--- src/rtl/sdp_pingpong_ctrl_pkg.sv ---
// Shared constants and types for the ping-pong double-buffer controller.
package sdp_pingpong_ctrl_pkg;

    localparam int DEF_ADDR_WIDTH = 15;
    localparam int DEF_DATA_WIDTH = 28;
    // Address bits inside one bank; the remaining MSB selects the bank.
    localparam int BANK_AW        = DEF_ADDR_WIDTH - 1;
    // Tile lengths run 1..2**BANK_AW, so they need the full address width.
    localparam int LEN_W          = DEF_ADDR_WIDTH;

    // Bank index: 0 = lower half of the RAM, 1 = upper half.
    typedef logic bank_t;

endpackage : sdp_pingpong_ctrl_pkg

--- src/rtl/sdp_pingpong_ctrl_if.sv ---
// Producer and consumer streams of the ping-pong controller.
// Handshake: a word transfers on a rising clk edge where valid && ready are
// both high; the sender holds valid and its payload stable until that edge,
// and ready may depend combinationally on controller state only.
interface sdp_pingpong_ctrl_if #(
    parameter int DATA_WIDTH = sdp_pingpong_ctrl_pkg::DEF_DATA_WIDTH
);
    logic                  wr_valid;
    logic                  wr_ready;
    logic [DATA_WIDTH-1:0] wr_data;
    logic                  flush;
    logic                  rd_valid;
    logic                  rd_ready;
    logic [DATA_WIDTH-1:0] rd_data;
    logic                  rd_last;

    // Producer/consumer side (the testbench or the surrounding datapath).
    modport master (
        output wr_valid, wr_data, flush, rd_ready,
        input  wr_ready, rd_valid, rd_data, rd_last
    );

    // Controller side.
    modport slave (
        input  wr_valid, wr_data, flush, rd_ready,
        output wr_ready, rd_valid, rd_data, rd_last
    );
endinterface : sdp_pingpong_ctrl_if

--- src/rtl/sdp_pingpong_ctrl_pp_bank_status.sv ---
// Full flag and stored tile length for one RAM bank.
// set_i and clr_i never arrive together: set needs an empty bank, clear a
// full one.
module pp_bank_status
    import sdp_pingpong_ctrl_pkg::*;
#(
    parameter int LEN_BITS = LEN_W
) (
    input  logic                clk,
    input  logic                rst,
    input  logic                set_i,
    input  logic                clr_i,
    input  logic [LEN_BITS-1:0] len_i,
    output logic                full_o,
    output logic [LEN_BITS-1:0] len_o
);

    logic                full_q;
    logic [LEN_BITS-1:0] len_q;

    // Record the closing tile's length and mark the bank full; free it once drained.
    always_ff @(posedge clk or posedge rst) begin
        if (rst) begin
            full_q <= 1'b0;
            len_q  <= '0;
        end else if (set_i) begin
            full_q <= 1'b1;
            len_q  <= len_i;
        end else if (clr_i) begin
            full_q <= 1'b0;
        end
    end

    assign full_o = full_q;
    assign len_o  = len_q;

endmodule : pp_bank_status

--- src/rtl/sdp_pingpong_ctrl.sv ---
// Ping-pong controller for a simple dual-port RAM with an asynchronous read
// port. The producer fills one bank while the consumer drains the other.
module sdp_pingpong_ctrl
    import sdp_pingpong_ctrl_pkg::*;
#(
    parameter int ADDR_WIDTH = DEF_ADDR_WIDTH,
    parameter int DATA_WIDTH = DEF_DATA_WIDTH,
    parameter int TILE_LEN   = 2 ** (ADDR_WIDTH - 1)
) (
    input  logic                  clk,
    input  logic                  rst,
    sdp_pingpong_ctrl_if.slave    bus,
    output logic [1:0]            bank_full,
    output logic                  ram_wr_en,
    output logic [ADDR_WIDTH-1:0] ram_wr_addr,
    output logic [DATA_WIDTH-1:0] ram_data_i,
    output logic [ADDR_WIDTH-1:0] ram_rd_addr,
    input  logic [DATA_WIDTH-1:0] ram_data_o_r
);

    localparam int                  CNT_W    = ADDR_WIDTH - 1;
    localparam logic [CNT_W-1:0]    LAST_IDX = CNT_W'(TILE_LEN - 1);
    localparam logic [ADDR_WIDTH-1:0] FULL_LEN = ADDR_WIDTH'(TILE_LEN);

    bank_t                 wr_bank_q, wr_bank_d;
    bank_t                 rd_bank_q, rd_bank_d;
    logic [CNT_W-1:0]      wr_cnt_q,  wr_cnt_d;
    logic [CNT_W-1:0]      rd_cnt_q,  rd_cnt_d;

    logic [1:0]            full_w;
    logic [ADDR_WIDTH-1:0] len_w [2];
    logic [1:0]            set_w;
    logic [1:0]            clr_w;

    logic                  accept;
    logic                  close;
    logic [ADDR_WIDTH-1:0] close_len;
    logic [ADDR_WIDTH-1:0] cur_len;
    logic                  rd_fire;

    // Handshake decode: a tile closes on its last word or on a flush that
    // has at least one word to close (an empty flush is dropped).
    always_comb begin
        accept    = bus.wr_valid && !full_w[wr_bank_q];
        close     = (accept && (wr_cnt_q == LAST_IDX)) ||
                    (bus.flush && ((wr_cnt_q != '0) || accept));
        close_len = (accept && (wr_cnt_q == LAST_IDX))
                    ? FULL_LEN
                    : {1'b0, wr_cnt_q} + ADDR_WIDTH'(accept);
        cur_len   = len_w[rd_bank_q];
        rd_fire   = full_w[rd_bank_q] && bus.rd_ready;

        bus.wr_ready = !full_w[wr_bank_q];
        bus.rd_valid = full_w[rd_bank_q];
        bus.rd_data  = ram_data_o_r;
        bus.rd_last  = full_w[rd_bank_q] &&
                       ({1'b0, rd_cnt_q} == (cur_len - ADDR_WIDTH'(1)));

        ram_wr_en    = accept;
        ram_wr_addr  = {wr_bank_q, wr_cnt_q};
        ram_data_i   = bus.wr_data;
        ram_rd_addr  = {rd_bank_q, rd_cnt_q};
        bank_full    = full_w;
    end

    // Next-state for the write/read counters, bank pointers and flag strobes.
    always_comb begin
        wr_cnt_d  = wr_cnt_q;
        wr_bank_d = wr_bank_q;
        rd_cnt_d  = rd_cnt_q;
        rd_bank_d = rd_bank_q;
        set_w     = 2'b00;
        clr_w     = 2'b00;

        if (close) begin
            wr_cnt_d          = '0;
            wr_bank_d         = ~wr_bank_q;
            set_w[wr_bank_q]  = 1'b1;
        end else if (accept) begin
            wr_cnt_d          = wr_cnt_q + CNT_W'(1);
        end

        if (rd_fire) begin
            if (bus.rd_last) begin
                rd_cnt_d          = '0;
                rd_bank_d         = ~rd_bank_q;
                clr_w[rd_bank_q]  = 1'b1;
            end else begin
                rd_cnt_d          = rd_cnt_q + CNT_W'(1);
            end
        end
    end

    // Counter and bank-pointer registers.
    always_ff @(posedge clk or posedge rst) begin
        if (rst) begin
            wr_cnt_q  <= '0;
            wr_bank_q <= 1'b0;
            rd_cnt_q  <= '0;
            rd_bank_q <= 1'b0;
        end else begin
            wr_cnt_q  <= wr_cnt_d;
            wr_bank_q <= wr_bank_d;
            rd_cnt_q  <= rd_cnt_d;
            rd_bank_q <= rd_bank_d;
        end
    end

    pp_bank_status #(.LEN_BITS(ADDR_WIDTH)) u_bank0 (
        .clk    (clk),
        .rst    (rst),
        .set_i  (set_w[0]),
        .clr_i  (clr_w[0]),
        .len_i  (close_len),
        .full_o (full_w[0]),
        .len_o  (len_w[0])
    );

    pp_bank_status #(.LEN_BITS(ADDR_WIDTH)) u_bank1 (
        .clk    (clk),
        .rst    (rst),
        .set_i  (set_w[1]),
        .clr_i  (clr_w[1]),
        .len_i  (close_len),
        .full_o (full_w[1]),
        .len_o  (len_w[1])
    );

endmodule : sdp_pingpong_ctrl

--- src/flat_wrapper.sv ---
// flat-port wrapper written by rule: the top's interface ports become plain ports
module sdp_pingpong_ctrl_flat import sdp_pingpong_ctrl_pkg::*;
#(
    parameter int ADDR_WIDTH = DEF_ADDR_WIDTH,
    parameter int DATA_WIDTH = DEF_DATA_WIDTH,
    parameter int TILE_LEN   = 2 ** (ADDR_WIDTH - 1)
)
  (clk, rst, bank_full, ram_wr_en, ram_wr_addr, ram_data_i, ram_rd_addr, ram_data_o_r, bus_wr_valid, bus_wr_data, bus_flush, bus_rd_ready, bus_wr_ready, bus_rd_valid, bus_rd_data, bus_rd_last);
  sdp_pingpong_ctrl_if #(.DATA_WIDTH(DATA_WIDTH)) bus_i ();
  input  logic clk;
  input  logic rst;
  output logic [1:0] bank_full;
  output logic ram_wr_en;
  output logic [ADDR_WIDTH-1:0] ram_wr_addr;
  output logic [DATA_WIDTH-1:0] ram_data_i;
  output logic [ADDR_WIDTH-1:0] ram_rd_addr;
  input  logic [DATA_WIDTH-1:0] ram_data_o_r;
  input wire logic [$bits(bus_i.wr_valid)-1:0] bus_wr_valid;
  input wire logic [$bits(bus_i.wr_data)-1:0] bus_wr_data;
  input wire logic [$bits(bus_i.flush)-1:0] bus_flush;
  input wire logic [$bits(bus_i.rd_ready)-1:0] bus_rd_ready;
  output wire logic [$bits(bus_i.wr_ready)-1:0] bus_wr_ready;
  output wire logic [$bits(bus_i.rd_valid)-1:0] bus_rd_valid;
  output wire logic [$bits(bus_i.rd_data)-1:0] bus_rd_data;
  output wire logic [$bits(bus_i.rd_last)-1:0] bus_rd_last;
  assign bus_i.wr_valid = bus_wr_valid;
  assign bus_i.wr_data = bus_wr_data;
  assign bus_i.flush = bus_flush;
  assign bus_i.rd_ready = bus_rd_ready;
  assign bus_wr_ready = bus_i.wr_ready;
  assign bus_rd_valid = bus_i.rd_valid;
  assign bus_rd_data = bus_i.rd_data;
  assign bus_rd_last = bus_i.rd_last;
  sdp_pingpong_ctrl #(.ADDR_WIDTH(ADDR_WIDTH), .DATA_WIDTH(DATA_WIDTH), .TILE_LEN(TILE_LEN)) u_core (.clk(clk), .rst(rst), .bus(bus_i), .bank_full(bank_full), .ram_wr_en(ram_wr_en), .ram_wr_addr(ram_wr_addr), .ram_data_i(ram_data_i), .ram_rd_addr(ram_rd_addr), .ram_data_o_r(ram_data_o_r));
endmodule
--- config.mk ---
export PLATFORM = sky130hd
export DESIGN_NAME = sdp_pingpong_ctrl_flat
export DESIGN_NICKNAME = d
export VERILOG_FILES = /design/src/rtl/sdp_pingpong_ctrl_pkg.sv /design/src/rtl/sdp_pingpong_ctrl_if.sv /design/src/rtl/sdp_pingpong_ctrl_pp_bank_status.sv /design/src/rtl/sdp_pingpong_ctrl.sv /design/src/flat_wrapper.sv
export SDC_FILE = /design/constraint.sdc
export NUM_CORES = 1
export LEC_CHECK = 0
export ABC_CLOCK_PERIOD_IN_PS = 11150
export CAP_MARGIN = 0
export CORE_MARGIN = 2
export CORE_UTILIZATION = 30
export DETAILED_ROUTE_END_ITERATION = 7
export GPL_TIMING_DRIVEN = 0
export PLACE_DENSITY = 0.65
export SETUP_SLACK_MARGIN = 0.02
export SYNTH_ARGS = -nofsm -noshare
export SYNTH_HDL_FRONTEND = slang
export SYNTH_HIERARCHICAL = 1
export SYNTH_SLANG_ARGS = --single-unit
--- constraint.sdc ---
create_clock -name clk -period 11.15 [get_ports clk]
set_clock_uncertainty 0.2 [all_clocks]
set_input_delay 1.6725 -clock clk [delete_from_list [all_inputs] [get_ports clk]]
set_output_delay 1.6725 -clock clk [all_outputs]
set_load 0.05 [all_outputs]
Word level (Yosys, flattened, before mapping)
Cells that the tools add are included.

Bitwise logic cells: 3. $add $sub $neg: 4. Reduce and logical (&&, ||, !) cells: 15. $lt $le $gt $ge: 5. Equal/unequal tests: 2. Mux-type cells: 22.

Operators by type and width (count): $mux 15 (4); $mux 14 (3); $add 14x1->14 const B (2); $add 14x1->15 (1); $eq 14x15->1 (1); $sub 15x1->15 const B (1); $eq 14x14->1 const B (1); $reduce_bool 14->1 (1); $mux 1 (10); $logic_and 1x1->1 (7); $mux 2 (3); $reduce_bool 2->1 (3); $lt 1x2->1 const B (2); $demux 1 s1 (2); $ge 1x1->1 const B (2); $ge 2x2->1 const B (1); $logic_or 1x1->1 (2); $not 1->1 (2); $not 1->2 (1); $reduce_and 2->1 (1); $logic_not 1->1 (1).

Register bits: 62. Logic and storage cells: 59. Input bits: 61.

Logic depth before layout (Yosys ltp)
Gate-level depths: netlist (run 1).

Depth in word-level cells: 11. Depth in mapped cells: 16. Mapped depth without buffers: 12.

Cells and area by module
The synthesis (run 1) kept the hierarchy.

Modules (own cells, without submodules): sdp_pingpong_ctrl (area each 3078.0 sq um, cells an instance 380, times used 1); pp_bank_status (area each 650.6 sq um, cells an instance 36, times used 2).

Worst setup path after synthesis (run 1)
Ideal clock, no wire load.

Path kind: register -> output. From: register u_core.rd_bank_q. To: output bus_rd_last. Buffers on the path: 3. Setup slack: 6.205 ns. Cell stages (with the launch flop): 11. Required time: 9.278 ns. Arrival: 3.072 ns. Cells stage by stage: dfrtp_1 > buf_4 > buf_2 > buf_2 > mux2i_1 > ha_1 > nand2_1 > nor4_4 > a21oi_2 > a2111o_1 > nor4_4.

Longest elaborated chain between the ends: 7.

Ends and longest elaborated chain: start: declaration (RTL line sdp_pingpong_ctrl.sv:26) `bank_t rd_bank_q, rd_bank_d;`; start signal: assignment (RTL line sdp_pingpong_ctrl.sv:105) `rd_bank_q <= rd_bank_d;`; $not 1->2 (not written as such) (RTL line sdp_pingpong_ctrl.sv:50) `cur_len = len_w[rd_bank_q];`; $mux 15 (not written as such) (3 in series) (RTL line sdp_pingpong_ctrl.sv:50); $sub 15x1->15 (RTL line sdp_pingpong_ctrl.sv:57) `({1'b0, rd_cnt_q} == (cur_len - ADDR_WIDTH'(1)));`; $eq 14x15->1 (RTL line sdp_pingpong_ctrl.sv:57); $logic_and 1x1->1 * (RTL line sdp_pingpong_ctrl.sv:56) `bus.rd_last = full_w[rd_bank_q] &&`; end: declaration (RTL line flat_wrapper.sv:25) `output wire logic [$bits(bus_i.rd_last)-1:0] bus_rd_last;`.

Every way passes the cells marked *; elsewhere a longest branch is shown, timed or not. The select of a mux whose other input is x is not followed.

Final worst setup path (run 1)
Same ends and word-level chain as after synthesis.

==> metrics, run 1 <==
post-CTS setup buffers=0; Final ANT Viol Nets=0; # rows=44; Worst Reg-to-Reg Cells=15; root buffer cell=clkbuf_16; Final Cycle Share=56.7%; biggest area consumer among synthesized cells=dfrtp_1; RSZ-0062 raised after global routing=no; Setup violations, final=0; gpl congestion=0.802; DRT iter0 DRCs=134; IO Pins=153; H-tree Lvls=3; peak supply drop=0.000122 V; port buffer count=96; Area Growth Syn to Fin=35.1%; Worst setup EP type=output pin; die width=125 um; Crit Path Max Fanout=10; ys async rst share=100%; Pint=659 uW; max-slew violation count=0; ys flop type=dfrtp_1; NetSw=428 uW; die area=0.0156 mm2; pin count of the biggest net entering global routing=31; HPWL Detailed=8.26 mm; WL/cell=14.0 um; hold path endpoint=u_core/u_bank0/len_o[13]; RR Endpoint=u_core/u_bank0/full_o; critical path required time=9.28 ns; Via density=4.71; CP arrival=4.45 ns; R2R setup slack=6.88 ns; Hold Buf Count CTS=0; Post-Route WL=10.5 mm; crit start category=flop; total chip power=1090 uW; share of power burned in the clock network=27.1%; Worst Hold Depth=1; CTS tree=done; pwr/cell area=184 mW/mm2; grt total ovfl=0; DRT Pass-1 Iters=4; Setup CP Type=flop to output pin; first-pass GRT wire length=17.4 mm; Die Ht=125 um; Initial Util=30.4%; vias in the first global route=3445; Lkg Pwr=0.00261 uW; clock net sink count=62; #FFs+latches synth=62; Placed Instances=732; fraction of layout cells with a size suffix above 1=21.9%; top cells by count, synth=dfrtp_1 (62), buf_4 (59), nor2_1 (49); Final Hold Fails=0; sw frac=39.4%; Clock Path Buffers=2; # diodes=0; post-synthesis cell type count=52; core outline area=0.0144 mm2; Post-synth EDFFs=0; sequential area share after synthesis=35.4%; Max-slew headroom=54.8%; vias=3526; Post-CTS Resized=0; synthesized cell area=0.00438 mm2; combinational share of power=45.5%; status=finished, final reports clean; Ys Warns=6; FMAX=0.158 GHz; setup TNS=0 ns; Hold WC Path Type=flop to flop; nets=627; DRC Markers=0; Max Cap Viol=0; Slew @ Worst Pin=0.674 ns; Worst-path clk slew=0.05 ns; syn_area_per_cell=9.69 um2; fin cells=749; most frequent cell after synthesis=dfrtp_1; final critical-path required period=6.33 ns; Clock Latency Late Sink=0.33 ns; All-Layer GR Usage=13.7%; Area contributors post-synth=dfrtp_1 (35%), buf_4 (10%), mux2_4 (6.2%), xnor2_1 (5.6%), nor2_1 (4.2%); Mapped Nets=519; hold path startpoint=u_core/u_bank0/len_o[13]; initial antenna violation count=0; Synth top area share=35.4%; Layout fillers=1423; RR Startpoint=u_core/rd_bank_q; CTS buffer count=9; register share of total power=27.4%; Synth Instances=452
[worst max path at each step]
stage / from / endpoint / slack [ns] / cells after the start
3_5_place_dp: u_core/rd_bank_q / bus_rd_last / 5.18 / 11
3_3_place_gp: u_core/rd_bank_q / bus_rd_last / 5.23 / 11
5_1_grt: u_core/rd_bank_q / bus_rd_last / 4.56 / 11
6_report: u_core/rd_bank_q / bus_rd_last / 4.82 / 11
2_1_floorplan: u_core/rd_bank_q / bus_rd_last / 6.21 / 10
4_1_cts: u_core/rd_bank_q / bus_rd_last / 4.80 / 11
[per-layer routing]
metal | GRT usage (%) | wire [um]
met1 | 18.7 | 4880
met2 | 21.6 | 4900
met3 | 4.51 | 666
met4 | 2.68 | 65
met5 | 0 | 0
[through the flow]
stage / setup slack, ns / hold WS (ns) / cell area (um2) / util [%]
CTS: 4.80 / 0.323 / 5890 / 40.8
detailed placement: 5.18 / 0.309 / 5570 / 38.6
global route: 4.56 / 0.348 / 5910 / 41.0
global placement: 5.23 / 0.303 / 5570 / 38.6
finish: 4.82 / 0.322 / 5910 / 41.0
floorplan: 6.21 / 0.280 / 4380 / -
[worst max-delay path, stage by stage (launching register included)]
cell and delay (ns):
dfrtp_1 0.39, buf_4 0.19, buf_2 0.28, buf_2 0.31
mux2i_1 0.24, ha_1 0.24, nand2_1 0.15, nor4_4 0.38
a21oi_2 0.05, a2111o_1 0.43, nor4_4 0.55, clkdlybuf4s50_1 0.90
[power groups by stage]
stage	Clock, uW	Sequential [uW]	Combinational (uW)
after CTS	303	297	496
after global placement	0	299	487
after global routing	316	304	532
final	295	298	495
after floorplan	0	347	317
after detailed placement	0	301	493
[cells in the final DEF, fill, tap and decap left out, types with 5 or more instances in the layout]
cell and n:
clkdlybuf4s50_1 96, dfrtp_1 62, buf_4 59, nor2_1 49, xnor2_1 28, nand2_1 26, xor2_1 20, mux2_4 18
mux2i_1 16, nand3_1 14, mux2_2 13, clkbuf_1 12, nor3_1 12, inv_1 12, o21ai_0 11, clkbuf_16 9
a21oi_1 8, nand4_1 7, and3_1 7, and2_1 6, ha_1 6, nor3b_1 5
[area by class of cell]
cell class / count / area (um2) / area share [%]
multi-input combinational: 300 / 2210 / 37.4
sequential: 62 / 1550 / 26.2
timing repair buffer: 97 / 988 / 16.7
buffer: 77 / 569 / 9.63
clock buffer: 12 / 246 / 4.17
tap: 184 / 230 / 3.89
clock inverter: 4 / 70.1 / 1.18
inverter: 13 / 48.8 / 0.825
[state kept, by name, indices dropped and copies added, names as in the netlist]
signal,count
u_core/rd_cnt_q,14
u_core/wr_cnt_q,14
u_core/u_bank0/len_o,15
u_core/u_bank1/len_o,15
u_core/wr_bank_q,1
u_core/u_bank1/full_o,1
u_core/rd_bank_q,1
u_core/u_bank0/full_o,1
[cell families (layout without fill, tap and decap cells)]
family / Yosys count / after routing / synth area share (%)
buffers and inverters: 90 / 203 / 14.1
and+or+nand+nor: 154 / 154 / 18.4
muxes: 47 / 47 / 13.2
adders and majority gates: 6 / 6 / 1.71
xor gates and xnor gates: 49 / 49 / 9.97
AOI/OAI and AO/OA: 44 / 44 / 7.23
DFF: 62 / 62 / 35.4
(Power assumes the default switching activity.)
==> run 2, diff against run 1 <==
--- a/config.mk
+++ b/config.mk
@@ -5,7 +5,7 @@
 export SDC_FILE = /design/constraint.sdc
 export NUM_CORES = 1
 export LEC_CHECK = 0
-export ABC_CLOCK_PERIOD_IN_PS = 11150
+export ABC_CLOCK_PERIOD_IN_PS = 6000
 export CAP_MARGIN = 0
 export CORE_MARGIN = 2
 export CORE_UTILIZATION = 30
==> constraint.sdc (replaced) <==
create_clock -name clk -period 6 [get_ports clk]
set_clock_uncertainty 0.2 [all_clocks]
set_input_delay 0.9 -clock clk [delete_from_list [all_inputs] [get_ports clk]]
set_output_delay 0.9 -clock clk [all_outputs]
set_load 0.05 [all_outputs]
==> results of run 2 <==
Same layout as run 1 (identical final DEF). Status: finished, final reports clean.
Main changes from that run: setup slack after placement 5.18 ns -> 0.800 ns; setup slack after layout 4.82 ns -> 0.447 ns; register-to-register setup slack 6.88 ns -> 1.73 ns; total power 1090 uW -> 2020 uW; worst IR drop on VDD 0.000122 V -> 0.000226 V
